--- src/rtl/series_sum_engine.sv ---
// Sequential series accumulator: captures N and a series mode on start, adds one term per clock,
// then holds a saturating sum with done/ovf until the next accepted job.
module series_sum_engine #(
   parameter int N_W = 4,
   parameter int S_W = 12
) (
   input  logic           clk,
   input  logic           rst_n,
   input  logic           start,
   input  logic [1:0]     mode,
   input  logic [N_W-1:0] n,
   output logic           busy,
   output logic           done,
   output logic [S_W-1:0] s,
   output logic           ovf
);

   typedef enum logic [1:0] {IDLE, RUN, DONE} state_t;

   state_t         state, state_nxt;
   logic [N_W-1:0] n_lat;
   logic [1:0]     mode_lat;
   logic [N_W:0]   k;
   logic [S_W-1:0] acc;
   logic           ovf_r;
   logic           accept;
   logic           more;
   logic [S_W:0]   term;
   logic [S_W+1:0] sum;

   function automatic logic [S_W:0] term_of(input logic [1:0] m, input logic [N_W-1:0] kk);
      logic [S_W:0] kw;
      kw = (S_W+1)'(kk);
      case (m)
         2'b00:   return kw;
         2'b01:   return kw * kw;
         2'b10:   return (kw << 1) - 1'b1;
         default: return kw << 1;
      endcase
   endfunction

   // Clamp to all ones whenever the extended sum spills past S_W bits.
   function automatic logic [S_W-1:0] sat(input logic [S_W+1:0] v);
      return (v[S_W+1:S_W] != 2'b00) ? '1 : v[S_W-1:0];
   endfunction

   assign accept = (state != RUN) && start;
   assign more   = (k <= {1'b0, n_lat});
   assign term   = term_of(mode_lat, k[N_W-1:0]);
   assign sum    = (S_W+2)'(acc) + (S_W+2)'(term);

   always_ff @(posedge clk or negedge rst_n) begin
      if (!rst_n) state <= IDLE;
      else        state <= state_nxt;
   end

   always_comb begin
      state_nxt = state;
      case (state)
         IDLE:    if (start) state_nxt = RUN;
         RUN:     if (!more) state_nxt = DONE;
         DONE:    if (start) state_nxt = RUN;
         default: state_nxt = IDLE;
      endcase
   end

   always_ff @(posedge clk or negedge rst_n) begin
      if (!rst_n) begin
         n_lat    <= '0;
         mode_lat <= '0;
         k        <= '0;
         acc      <= '0;
         ovf_r    <= 1'b0;
      end else if (accept) begin
         n_lat    <= n;
         mode_lat <= mode;
         k        <= (N_W+1)'(1);
         acc      <= '0;
         ovf_r    <= 1'b0;
      end else if (state == RUN && more) begin
         // Once saturated, sat() keeps acc at all ones for every later term.
         acc   <= sat(sum);
         ovf_r <= ovf_r | (sum[S_W+1:S_W] != 2'b00);
         k     <= k + 1'b1;
      end
   end

   assign busy = (state == RUN);
   assign done = (state == DONE);
   assign s    = acc;
   assign ovf  = ovf_r;

endmodule

--- config.mk ---
export PLATFORM = sky130hd
export DESIGN_NAME = series_sum_engine
export DESIGN_NICKNAME = d
export VERILOG_FILES = /design/src/rtl/series_sum_engine.sv
export SDC_FILE = /design/constraint.sdc
export NUM_CORES = 1
export LEC_CHECK = 0
export ABC_AREA = 1
export BUFFER_PORTS_ARGS = -buffer_cell sky130_fd_sc_hd__clkbuf_2
export CORE_MARGIN = 8
export CORE_UTILIZATION = 60
export CTS_CLUSTER_SIZE = 12
export DETAILED_ROUTE_END_ITERATION = 8
export HOLD_SLACK_MARGIN = 0.15
export PLACE_DENSITY = 0.82
export SYNTH_ARGS = -nofsm -noshare
export SYNTH_HDL_FRONTEND = slang
export SYNTH_SLANG_ARGS = --single-unit
--- constraint.sdc ---
create_clock -name clk -period 7.8 [get_ports clk]
set_input_delay 0.39 -clock clk [delete_from_list [all_inputs] [get_ports clk]]
set_output_delay 0.39 -clock clk [all_outputs]
set_load 0.1 [all_outputs]
After elaboration in Yosys (flattened, before gate mapping) --
Index checks and enable logic that the tools add are counted.
Operators by class: add/subtract/negate cells 3, multiply operators 1, magnitude comparators 1, eq/ne operators 7, muxes and demuxes 11, bitwise logic cells 1, reductions and logical operators 8
Operators by type and width (number):
- $pmux W13 S3 | 1
- $mux W12 | 3
- $add A12 B13 Y14 | 1
- $mux W5 | 2
- $mul A4 B4 Y8 | 1
- $sub A5 B1 Y6 const B | 1
- $add A5 B1 Y5 const B | 1
- $le A5 B4 Y1 | 1
- $eq A2 B1 Y1 const B | 2
- $eq A2 B2 Y1 const B | 2
- $logic_not A2 Y1 | 2
- $mux W2 | 2
- $ne A2 B1 Y1 const B | 2
- $pmux W2 S2 | 1
- $reduce_bool A2 Y1 | 2
- $logic_and A1 B1 Y1 | 2
- $mux W1 | 2
- $ne A2 B2 Y1 const B | 1
- $reduce_and A2 Y1 | 1
- $reduce_or A2 Y1 | 1
- $or A1 B1 Y1 | 1
Storage, ports and cells: flip-flop bits (word level) 26, input port bits 9, output and inout bits 15, logic and storage cells 38

Depth between registers and ports, before layout --
Gate-level depths: netlist of the first run.
word-level depth 7, depth in mapped cells 22

Least setup slack after synthesis of the first run --
OpenSTA, ideal clock, no wires.
path type register -> register, start point register k[0], end point register acc[10], in the netlist s[10], arrival time 2776 ps, required time 7675 ps, setup slack 4899 ps, cell stages (with the launch flop) 19, path buffers 1, path through dfrtp_1 -> inv_1 -> nor2_1 -> fa_1 -> a21oi_1 -> o21ai_0 -> a221oi_1 -> ha_1 -> nand2_2 -> inv_2 -> nand2_1 -> nand2_1 -> nor2_2 -> nor2_2 -> nor2_2 -> nand3_2 -> nand2_4 -> buf_12 -> nand3_2
On the way: cells in the longest elaborated chain, start to end 7
RTL lines:
- from (decl) | RTL line 23 | logic [N_W:0] k;
- from (signal assigned) | RTL line 77 | k <= (N_W+1)'(1);
- from (signal assigned) | RTL line 84 | k <= k + 1'b1;
- $mul A4 B4 Y8 / $sub A5 B1 Y6 (equally long branches) | RTL line 36, 37
- $pmux W13 S3 | RTL line 34 | case (m)
- $add A12 B13 Y14 | RTL line 50 | assign sum = (S_W+2)'(acc) + (S_W+2)'(term);
- $reduce_bool A2 Y1 | RTL line 44 | return (v[S_W+1:S_W] != 2'b00) ? '1 : v[S_W-1:0];
- $mux W12 | RTL line 44
- $mux W12 | RTL line 80 | end else if (state == RUN && more) begin
- $mux W12 | RTL line 74 | end else if (accept) begin
- to (signal assigned) | RTL line 82 | acc <= sat(sum);
- to (decl) | RTL line 24 | logic [S_W-1:0] acc;
Several ways; a longest one is shown, not always the timed one. The select of a mux whose other input is x is not followed. A chain may end at the register's enable or synchronous reset.

Worst setup path in the final report of the first run --
Ends and elaborated chain as after synthesis.

==> results.md, run 1 <==
* Status: finished clean
* Setup crit end kind: flip-flop
* RSZ-0062 raised after global routing: false
* Max-slew violations at 0
* Starting DRT DRC Count at 156
* Finish-stage setup viols at 0
* Via/cell ratio at between 5 and 6
* Peak VDD IR at approximately 0.25 mV
* Final Util at 0.680
* Place WS at approximately 4.4 ns
* Postcts setup bufs at 0
* Period utilization at 0.442
* CTS tree: done
* Hold buffers post-CTS at 0
* Buffers on Ports at 23
* Slew HR at 0.470
* Root Driver: clkbuf_8
* Cell Rows at 22
* WP data required at approximately 8.0 ns
* Via count at 2195
* Post-route setup TNS at 0 ns
* Total Power at about 1100 uW
* Syn Inst Count at 330
* Fin crit period at approximately 3.4 ns
* Final Hold Vio Count at 0
* Overflow after GRT at 0
* Die width at just under 80 um
* CTS buffer count at 3
* Avg WL per Cell at ~14 um
* Drt drc at 0
* Reg2reg setup slack at between 4 and 5 ns
* Clock tree sinks at 26
* Syn avg cell area at just over 7 sq um
* First-pass GRT wire length at 9490 um
* Critical path arrival at 3.61 ns
* Clk Latency, worst-skew pair at about 0.28 ns
* FF-to-FF End: s[10]
* # fillers at around 350
* Reg2reg start: k[0]
* Fin worst setup slack at 4.35 ns
* Crit-path max FO at 13
* IO Pins at 24
* Chip Height at just under 80 um
* FF+latch count, synth at 26
* Critical Path Slowest Stage Cell: fa_1
* Core area at between 3000 and 4000 sq um
* Actual slew at the worst max-slew pin at between 0.7 and 0.8 ns
* Syn_nets at 365
* Worst R2R Path Depth at 17
* Clock Path Buffers at 2
* Crit path top cell by count: nor2_2
* Clock skew at around 0.011 ns
* Layout cell share with drive strength beyond 1 at 0.171
* HP Class: primary input to async pin
* Yosys cell types at 32
* Fmax at 0.290 GHz
* H-tree levels at 1
* Pin count of the biggest net entering global routing at 27
* Clk slew on worst S/H paths at 0.10 ns
* CP Class: flip-flop to flip-flop
* Sequential-to-total area share from yosys stat at 0.277
* Die area at ~6200 sq um
* Pre-Repair DR Iteration Count at 4
* Critical path buffer and inverter count at 2
* P&R area growth vs syn at 7.79%
* Crit-path leading delay family: simple AND/OR/NAND/NOR gates
* Netlist Area Pre-Place at 2340 sq um
* Final net count at 387
* DP Wirelength at around 4300 um
* CP max stage delay at 0.48 ns
* CP Cell Sequence: inv_1, nor2_1, fa_1, a21oi_1, o21ai_0, a221oi_1, ha_1, nand2_2, inv_2, nand2_1, nand2_1, nor2_2, nor2_2, nor2_2, nand3_2, nand2_4, nand3_2
* Starting Density at 0.631
* Final WL at about 5500 um
* Vias in the first global route at around 2200
* Initial antenna violation count at 0
* Placer Congestion at approximately 0.95
* Max cap viols at 0
* Static leakage at about 0.0015 uW
* Post-CTS resize count at 0
* Yosys warnings at 0
* GRT Resource Usage Total at 0.181
* ANT nets after route at 0
* Critical path launch point type: flip-flop
* Pwr per Cell Area at 420 nW/um^2
* Antenna Cells at 0
## cells in the mapped netlist
cell type | count | area share
o21bai_1 | 1 | 0.0032
clkinv_2 | 1 | 0.0021
o211ai_1 | 1 | 0.0032
o21ai_0 | 18 | 0.038
nor3_1 | 2 | 0.0043
buf_4 | 1 | 0.0032
inv_4 | 1 | 0.0027
nand4_1 | 5 | 0.013
nor2_2 | 4 | 0.011
inv_2 | 4 | 0.0064
nand3_2 | 12 | 0.051
buf_2 | 3 | 0.0064
xnor2_1 | 2 | 0.0075
nor2_1 | 24 | 0.038
o21ai_1 | 1 | 0.0021
nor2_4 | 2 | 0.0096
nand2_1 | 96 | 0.15
nor3_2 | 1 | 0.0043
inv_1 | 41 | 0.066
ha_1 | 24 | 0.13
xor2_1 | 7 | 0.026
o2111ai_1 | 1 | 0.0037
nand2_2 | 5 | 0.013
dfrtp_1 | 26 | 0.28
fa_1 | 2 | 0.017
clkbuf_2 | 1 | 0.0021
a221oi_1 | 1 | 0.0037
nand3_1 | 27 | 0.058
a21oi_1 | 12 | 0.026
or2_2 | 2 | 0.0053
buf_12 | 1 | 0.0085
nand2_4 | 1 | 0.0048
## registers in the layout, summed over array words and instances (netlist names)
name,count
k,5
mode_lat,2
n_lat,4
ovf,1
s,12
state,2
## how the worst max path moves through the flow
stage	startpoint	to	slack, ns	depth (start not counted)
6_report	k[0]	s[10]	4.35	17
4_1_cts	k[0]	s[10]	4.37	17
5_1_grt	k[0]	s[1]	4.09	17
3_3_place_gp	k[0]	s[2]	4.43	17
2_1_floorplan	k[0]	s[10]	4.90	18
3_5_place_dp	k[0]	s[0]	4.37	17
## worst reg2reg max path, stage by stage, from the launching register on
cell and delay, ns:
dfrtp_1 0.46, inv_1 0.23, nor2_1 0.15, fa_1 0.48, a21oi_1 0.13, o21ai_0 0.10
a221oi_1 0.39, ha_1 0.38, nand2_2 0.16, inv_2 0.04, nand2_1 0.06, nand2_1 0.07
nor2_2 0.17, nor2_2 0.05, nor2_2 0.10, nand3_2 0.09, nand2_4 0.20, nand3_2 0.10
## metal layers
metal | GRT usage | routed length (um) | vias to the layer above
li1 | - | - | 1103
met1 | 0.210 | 2260 | 1023
met2 | 0.332 | 2840 | 64
met3 | 0.0319 | 303 | 5
met4 | 0.0463 | 54 | 0
met5 | 0 | 0 | -
## cells by family after synthesis
logic type	Yosys count	share of synthesized area
XOR/XNOR	9	0.0336
flip-flops	26	0.277
AND/OR/NAND/NOR	181	0.367
adder cells (fa/ha/maj)	26	0.145
buffers and inverters	53	0.0971
AO/OA/AOI/OAI	35	0.0800
## per-stage QoR
stage | hold slack [ns] | std cells | area, sq um
after floorplan | 0.0944 | 330 | 2340
after global placement | 0.449 | 395 | 2470
after detailed placement | 0.458 | 395 | 2470
after CTS | 0.158 | 399 | 2530
after global routing | 0.178 | 399 | 2530
final | 0.130 | 399 | 2530
## final cells by class
cell class	count	area [sq um]	area share
Clock buffer	4	55.1	0.0218
Inverter	47	180	0.0713
Multi-Input combinational cell	251	1470	0.580
Sequential cell	26	651	0.257
Tap cell	48	60.1	0.0238
Timing Repair Buffer	23	115	0.0455
## power breakdown
group,total [uW],internal [uW],switching [uW]
logic,740,203,537
registers,233,184,48.7
clock network,88.8,45.2,43.6
## layout by cell type, fill, tap and decap left out
cell | netlist | final
inv_1 | 41 | 41
nand2_2 | 5 | 5
o21ai_0 | 18 | 18
clkbuf_8 | 0 | 4
a221oi_1 | 1 | 1
or2_2 | 2 | 2
o211ai_1 | 1 | 1
nor2_1 | 24 | 24
a21oi_1 | 12 | 12
nor2_2 | 4 | 4
o2111ai_1 | 1 | 1
nand2_1 | 96 | 96
xor2_1 | 7 | 7
nand2_4 | 1 | 1
xnor2_1 | 2 | 2
nor3_2 | 1 | 1
fa_1 | 2 | 2
o21ai_1 | 1 | 1
clkinv_2 | 1 | 1
o21bai_1 | 1 | 1
nand3_2 | 12 | 12
nand4_1 | 5 | 5
nand3_1 | 27 | 27
ha_1 | 24 | 24
dfrtp_1 | 26 | 26
nor2_4 | 2 | 2
clkbuf_2 | 1 | 23
nor3_1 | 2 | 2
inv_2 | 4 | 4
inv_4 | 1 | 1
Note: power is estimated with default switching activity, not from simulation.
==> inputs of run 2 (changes only) <==
==> constraint.sdc (replaced) <==
create_clock -name clk -period 3.6 [get_ports clk]
set_input_delay 0.18 -clock clk [delete_from_list [all_inputs] [get_ports clk]]
set_output_delay 0.18 -clock clk [all_outputs]
set_load 0.1 [all_outputs]
==> run 2 against run 1 <==
Worst setup slack got worse by 4.1 ns; flip-flop and latch count unchanged; sequential power grew 120%; routed wire length decreased by 3.1%; largest cell class unchanged; final area rose by 4.1%; utilization increased by 2.8 points; register-to-register slack worse by 4.1 ns; critical path depth up 1; clock-buffer cell count is 1 lower; final cell count increased by 2.0%; clock skew decreased by 0.0071 ns.
==> results.md, run 2 (synthesis gave the netlist of run 1 again) <==
* Placer Congestion at 0.924 (was 0.947)
* CP Class: flip-flop to flip-flop (unchanged)
* Avg WL per Cell at 13.0 um (was 13.7 um)
* Cell Rows at 22 (unchanged)
* Overflow after GRT at 0 (unchanged)
* H-tree levels at 1 (unchanged)
* Fin worst setup slack at 0.281 ns (was 4.35 ns)
* Clock skew at 0.00431 ns (was 0.0114 ns)
* Via/cell ratio at 5.40 (was 5.50)
* Critical path launch point type: flip-flop (unchanged)
* Max-slew violations at 0 (unchanged)
* Setup crit end kind: flip-flop (unchanged)
* Pwr per Cell Area at 898 nW/um^2 (was 420 nW/um^2)
* Clk slew on worst S/H paths at 0.10 ns (about the same)
* Status: finished clean (unchanged)
* CTS buffer count at 3 (unchanged)
* Fin crit period at 3.32 ns (was 3.45 ns)
* Drt drc at 0 (unchanged)
* Worst hold start: start
* Core area at 3720 sq um (unchanged)
* Multi-input logic area at 1470 sq um (about the same)
* Die area at 6160 sq um (unchanged)
* Clock tree sinks at 26 (unchanged)
* DP Wirelength at 4150 um (was 4320 um)
* Starting Density at 0.631 (unchanged)
* Starting DRT DRC Count at 163 (was 156)
* Final Hold Vio Count at 0 (unchanged)
* Slew HR at 0.474 (was 0.470)
* HP Class: primary input to flip-flop (was primary input to async pin)
* Vias in the first global route at 2145 (was 2195)
* # fillers at 326 (was 353)
* Commonest non-fill, non-tap cell in the layout: nand2_1 (unchanged)
* Place WS at 0.243 ns (was 4.37 ns)
* Pin count of the biggest net entering global routing at 27 (unchanged)
* Peak VDD IR at 0.506 mV (was 0.249 mV)
* Final net count at 395 (was 387)
* Initial antenna violation count at 0 (unchanged)
* Actual slew at the worst max-slew pin at 0.786 ns (was 0.792 ns)
* Post-route setup TNS at 0 ns (unchanged)
* Final Util at 0.708 (was 0.680)
* Period utilization at 0.922 (was 0.442)
* Clock Path Buffers at 2 (unchanged)
* WP data required at 3.75 ns (was 7.96 ns)
* Via count at 2199 (was 2195)
* Total Power at 2360 uW (was 1060 uW)
* Layout cell share with drive strength beyond 1 at 0.181 (was 0.171)
* Chip Height at 78.5 um (unchanged)
* Crit path from: k[2] (was k[0])
* Max cap viols at 0 (unchanged)
* Buffers on Ports at 23 (unchanged)
* Crit-path max FO at 13 (unchanged)
* Pre-Repair DR Iteration Count at 4 (unchanged)
* RSZ-0062 raised after global routing: false (unchanged)
* Max reg flops at 12 (unchanged)
* Commonest cells after routing, fill and taps aside: nand2_1 (96), inv_1 (40), nand3_1 (27) (was nand2_1 (96), inv_1 (41), nand3_1 (27))
* FF/Latch Area at 652 sq um (was 651 sq um)
* ANT nets after route at 0 (unchanged)
* Static leakage at 0.00151 uW (was 0.00147 uW)
* Reg2reg start: k[2] (was k[0])
* First-pass GRT wire length at 9290 um (was 9490 um)
* Die width at 78.5 um (unchanged)
* Antenna Cells at 0 (unchanged)
* Root Driver: clkbuf_8 (unchanged)
* Clk Latency, worst-skew pair at 0.27 ns (was 0.28 ns)
* Finish-stage setup viols at 0 (unchanged)
* P&R area growth vs syn at 12.2% (was 7.79%)
* GRT Resource Usage Total at 0.177 (was 0.181)
* IO Pins at 24 (unchanged)
* Critical path arrival at 3.47 ns (was 3.61 ns)
* Fmax at 0.301 GHz (was 0.290 GHz)
* Final WL at 5280 um (was 5460 um)
* CTS tree: done (unchanged)
[run 2: changes by cell type in the layout (fill, tap and decap cells not counted), sizes merged]
cell,previous run,this run
dlygate4sd3,0,7
buf,0,1
bufinv,0,1
clkbuf,27,26
[run 2: worst paths after layout]
check	endpoint	slack, ns	depth (start not counted)
setup / recovery	s[2]	0.28	18
hold / removal	state[0]	0.16	3
setup reg to reg	s[2]	0.28	18
hold reg to reg	n_lat[0]	0.49	2
max in group asynchronous	k[1]	2.69	2
min in group asynchronous	k[4]	0.46	2
[run 2: what timing repair did]
action                                  4_1_cts  5_1_grt
gates resized for setup                       0        4
endpoints found under the hold margin        32        0
buffers inserted                              0        0
endpoints found under the setup margin        0       13
hold buffers                                  7        0
[run 2: power breakdown]
part / total (uW) / internal (uW) / switching, uW
clock network: 246 / 149 / 96.8
registers: 503 / 400 / 103
logic: 1610 / 451 / 1160
total: 2360 / 999 / 1360
[run 2: metrics by stage]
step / instance area, sq um / hold slack (ns) / instances
after detailed placement: 2480 / 0.233 / 396
after global placement: 2480 / 0.236 / 396
final: 2630 / 0.162 / 407
after floorplan: 2340 / -0.116 / 330
after global routing: 2630 / 0.186 / 407
after CTS: 2620 / 0.171 / 407
[run 2: per-layer routing]
metal  wire length (um)  vias up  global-route usage
met1               2230     1022               0.201
met2               2730       50               0.333
met3                256        8              0.0251
met5                  0        -                   0
li1                   -     1119                   -
met4                 69        0              0.0481
[run 2: layout make-up]
| class | count | area share |
|---|---|---|
| repair buffers | 31 | 0.0733 |
| inverters | 47 | 0.0685 |
| well taps | 48 | 0.0228 |
| clock buffers | 3 | 0.0157 |
| clock inverters | 1 | 0.0114 |
| multi-input cells | 251 | 0.560 |
| flip-flops and latches | 26 | 0.248 |
[run 2: worst max-delay path, stage by stage (launching register included)]
cell and delay [ns]:
dfrtp_1 0.43, buf_4 0.17, nand2_1 0.10, nor2_2 0.07, fa_1 0.46, a21oi_1 0.13, o21ai_0 0.10, a221oi_1 0.35
ha_1 0.37, nand2_2 0.16, inv_2 0.04, nand2_1 0.05, nand2_1 0.07, nor2_2 0.17, nor2_2 0.05, nor2_2 0.09
nand3_2 0.09, nand2_4 0.19, nand3_1 0.11
==> inputs of run 3 (changes only) <==
--- a/config.mk
+++ b/config.mk
@@ -12,7 +12,7 @@
 export CTS_CLUSTER_SIZE = 12
 export DETAILED_ROUTE_END_ITERATION = 8
 export HOLD_SLACK_MARGIN = 0.15
-export PLACE_DENSITY = 0.82
+export PLACE_DENSITY = 0.87
 export SYNTH_ARGS = -nofsm -noshare
 export SYNTH_HDL_FRONTEND = slang
 export SYNTH_SLANG_ARGS = --single-unit
==> run 3 against run 2 <==
Routed wire length increased by 5.9%; sequential share of layout area unchanged; via count increased by 1.3%; power is 0.74% higher; highest routed layer unchanged; final area unchanged.
==> results.md, run 3 (synthesis gave the netlist of run 1 again) <==
* Status: finished clean (unchanged)
* Slew HR at 0.456 (was 0.474)
* Placer Congestion at 0.919 (was 0.924)
* Reg2reg setup slack at 0.26 ns (was 0.28 ns)
* Pre-Repair DR Iteration Count at 4 (unchanged)
* FF-to-FF End: s[2] (unchanged)
* Total Power at 2380 uW (was 2360 uW)
* Avg WL per Cell at 13.8 um (was 13.0 um)
* Via/cell ratio at 5.47 (was 5.40)
* Pin count of the biggest net entering global routing at 27 (unchanged)
* Final net count at 395 (unchanged)
* Peak VDD IR at 0.615 mV (was 0.506 mV)
* Via count at 2227 (was 2199)
* Critical path arrival at 3.49 ns (was 3.47 ns)
* Multi-input logic area at 1470 sq um (unchanged)
* Crit-path max FO at 13 (unchanged)
* Antenna Cells at 0 (unchanged)
* Busiest grt layer: met2 (unchanged)
* H-tree levels at 1 (unchanged)
* Max cap viols at 0 (unchanged)
* Non-filler cells, final at 407 (unchanged)
* # fillers at 320 (was 326)
* Critical path launch point type: flip-flop (unchanged)
* DP Wirelength at 4350 um (was 4150 um)
* Crit path from: k[2] (unchanged)
* Buffers on Ports at 23 (unchanged)
* Chip Height at 78.5 um (unchanged)
* Period utilization at 0.927 (was 0.922)
* Hold path cells at 3 (unchanged)
* Die area at 6160 sq um (unchanged)
* Grt met1 use at 0.227 (was 0.201)
* Clock skew at 0.00664 ns (was 0.00431 ns)
* CTS tree: done (unchanged)
* Pwr per Cell Area at 904 nW/um^2 (was 898 nW/um^2)
* Overflow after GRT at 0 (unchanged)
* IO Pins at 24 (unchanged)
* Die width at 78.5 um (unchanged)
* Clock Path Buffers at 2 (unchanged)
* Post-route setup TNS at 0 ns (unchanged)
* Initial antenna violation count at 0 (unchanged)
* Worst Hold Path EP: state[0] (unchanged)
* Clock tree sinks at 26 (unchanged)
* Actual slew at the worst max-slew pin at 0.813 ns (was 0.786 ns)
* ANT nets after route at 0 (unchanged)
* Reg2reg start: k[2] (unchanged)
* Vias in the first global route at 2296 (was 2145)
* Drt drc at 0 (unchanged)
* Dpl cells at 396 (unchanged)
* Final Hold Vio Count at 0 (unchanged)
* GRT Resource Usage Total at 0.196 (was 0.177)
* CTS buffer count at 3 (unchanged)
* Worst hold start: start (unchanged)
* Cell Rows at 22 (unchanged)
* Clk slew on worst S/H paths at 0.10 ns (about the same)
* Core area at 3720 sq um (unchanged)
* Starting Density at 0.631 (unchanged)
* FF/Latch Area at 652 sq um (unchanged)
* GR Util met3 at 0.0319 (was 0.0251)
* Fin Hold WS at 0.161 ns (was 0.162 ns)
* GR Util met2 at 0.355 (was 0.333)
* Commonest cells after routing, fill and taps aside: nand2_1 (96), inv_1 (40), nand3_1 (27) (unchanged)
* P&R area growth vs syn at 12.2% (unchanged)
* Fmax at 0.300 GHz (was 0.301 GHz)
* Starting DRT DRC Count at 131 (was 163)
* Setup crit end kind: flip-flop (unchanged)
* RSZ-0062 raised after global routing: false (unchanged)
* Commonest non-fill, non-tap cell in the layout: nand2_1 (unchanged)
* Layout cell share with drive strength beyond 1 at 0.181 (unchanged)
* Fin crit period at 3.34 ns (was 3.32 ns)
* Static leakage at 0.00151 uW (unchanged)
* HP Class: primary input to flip-flop (unchanged)
* Max-slew violations at 0 (unchanged)
* First-pass GRT wire length at 10100 um (was 9290 um)
* WP data required at 3.75 ns (about the same)
* CP Class: flip-flop to flip-flop (unchanged)
* Worst R2R Path Depth at 19 (was 18)
* Root Driver: clkbuf_8 (unchanged)
* Max reg flops at 12 (unchanged)
* Finish-stage setup viols at 0 (unchanged)
* Final WL at 5600 um (was 5280 um)
* Clk Latency, worst-skew pair at 0.28 ns (was 0.27 ns)
==> run 3: cell counts in the layout (fill, tap and decap cells not counted) <==
Identical to the previous run, type by type.
==> run 3: per-stage QoR <==
stage / utilization / area (sq um) / setup slack [ns]
after floorplan: - / 2340 / 0.699
after detailed placement: 0.667 / 2480 / 0.243
after CTS: 0.705 / 2620 / 0.235
after global placement: 0.667 / 2480 / 0.330
after global routing: 0.708 / 2630 / 0.00707
final: 0.708 / 2630 / 0.263
==> run 3: timing repair <==
action | 4_1_cts | 5_1_grt
endpoints found under the setup margin | 0 | 13
hold buffers | 7 | 0
buffers inserted | 0 | 0
endpoints found under the hold margin | 32 | 0
gates resized for setup | 0 | 4
==> run 3: cell type report <==
cell class / count / share of cell area
clock inverters: 1 / 0.0114
inverters: 47 / 0.0685
multi-input cells: 251 / 0.560
repair buffers: 31 / 0.0733
well taps: 48 / 0.0228
flip-flops and latches: 26 / 0.248
clock buffers: 3 / 0.0157
==> run 3: worst max path at each step <==
| stage | slack (ns) | end | cells past startpoint |
|---|---|---|---|
| final | 0.26 | s[2] | 19 |
| after global routing | 0.007 | s[2] | 18 |
| after CTS | 0.24 | s[2] | 17 |
| after detailed placement | 0.24 | s[2] | 17 |
| after global placement | 0.33 | s[1] | 17 |
| after floorplan | 0.70 | s[10] | 18 |
==> run 3: worst max-delay path, cell delays in order, from the launching register on <==
cell and delay, ns:
dfrtp_1 0.43, buf_4 0.17, nand2_1 0.10, nor2_2 0.07, fa_1 0.45, a21oi_1 0.14, o21ai_0 0.11, xor2_1 0.17
o21ai_0 0.27, ha_1 0.34, nand2_1 0.14, inv_1 0.05, nand2_1 0.06, nand2_1 0.06, nand2_1 0.09, nand3_1 0.07
nand2_1 0.08, nand3_2 0.09, nand2_4 0.20, nand3_1 0.11
==> run 3: power breakdown <==
group          internal, uW  switching (uW)  total [uW]
clock                   149             102         251
sequential              400             104         504
combinational           451            1170        1620
total                  1000            1380        2380
==> run 3: layer usage <==
metal	up-vias	routed length [um]
met4	0	95
met3	11	243
met5	-	0
li1	1116	-
met2	57	2870
met1	1043	2390
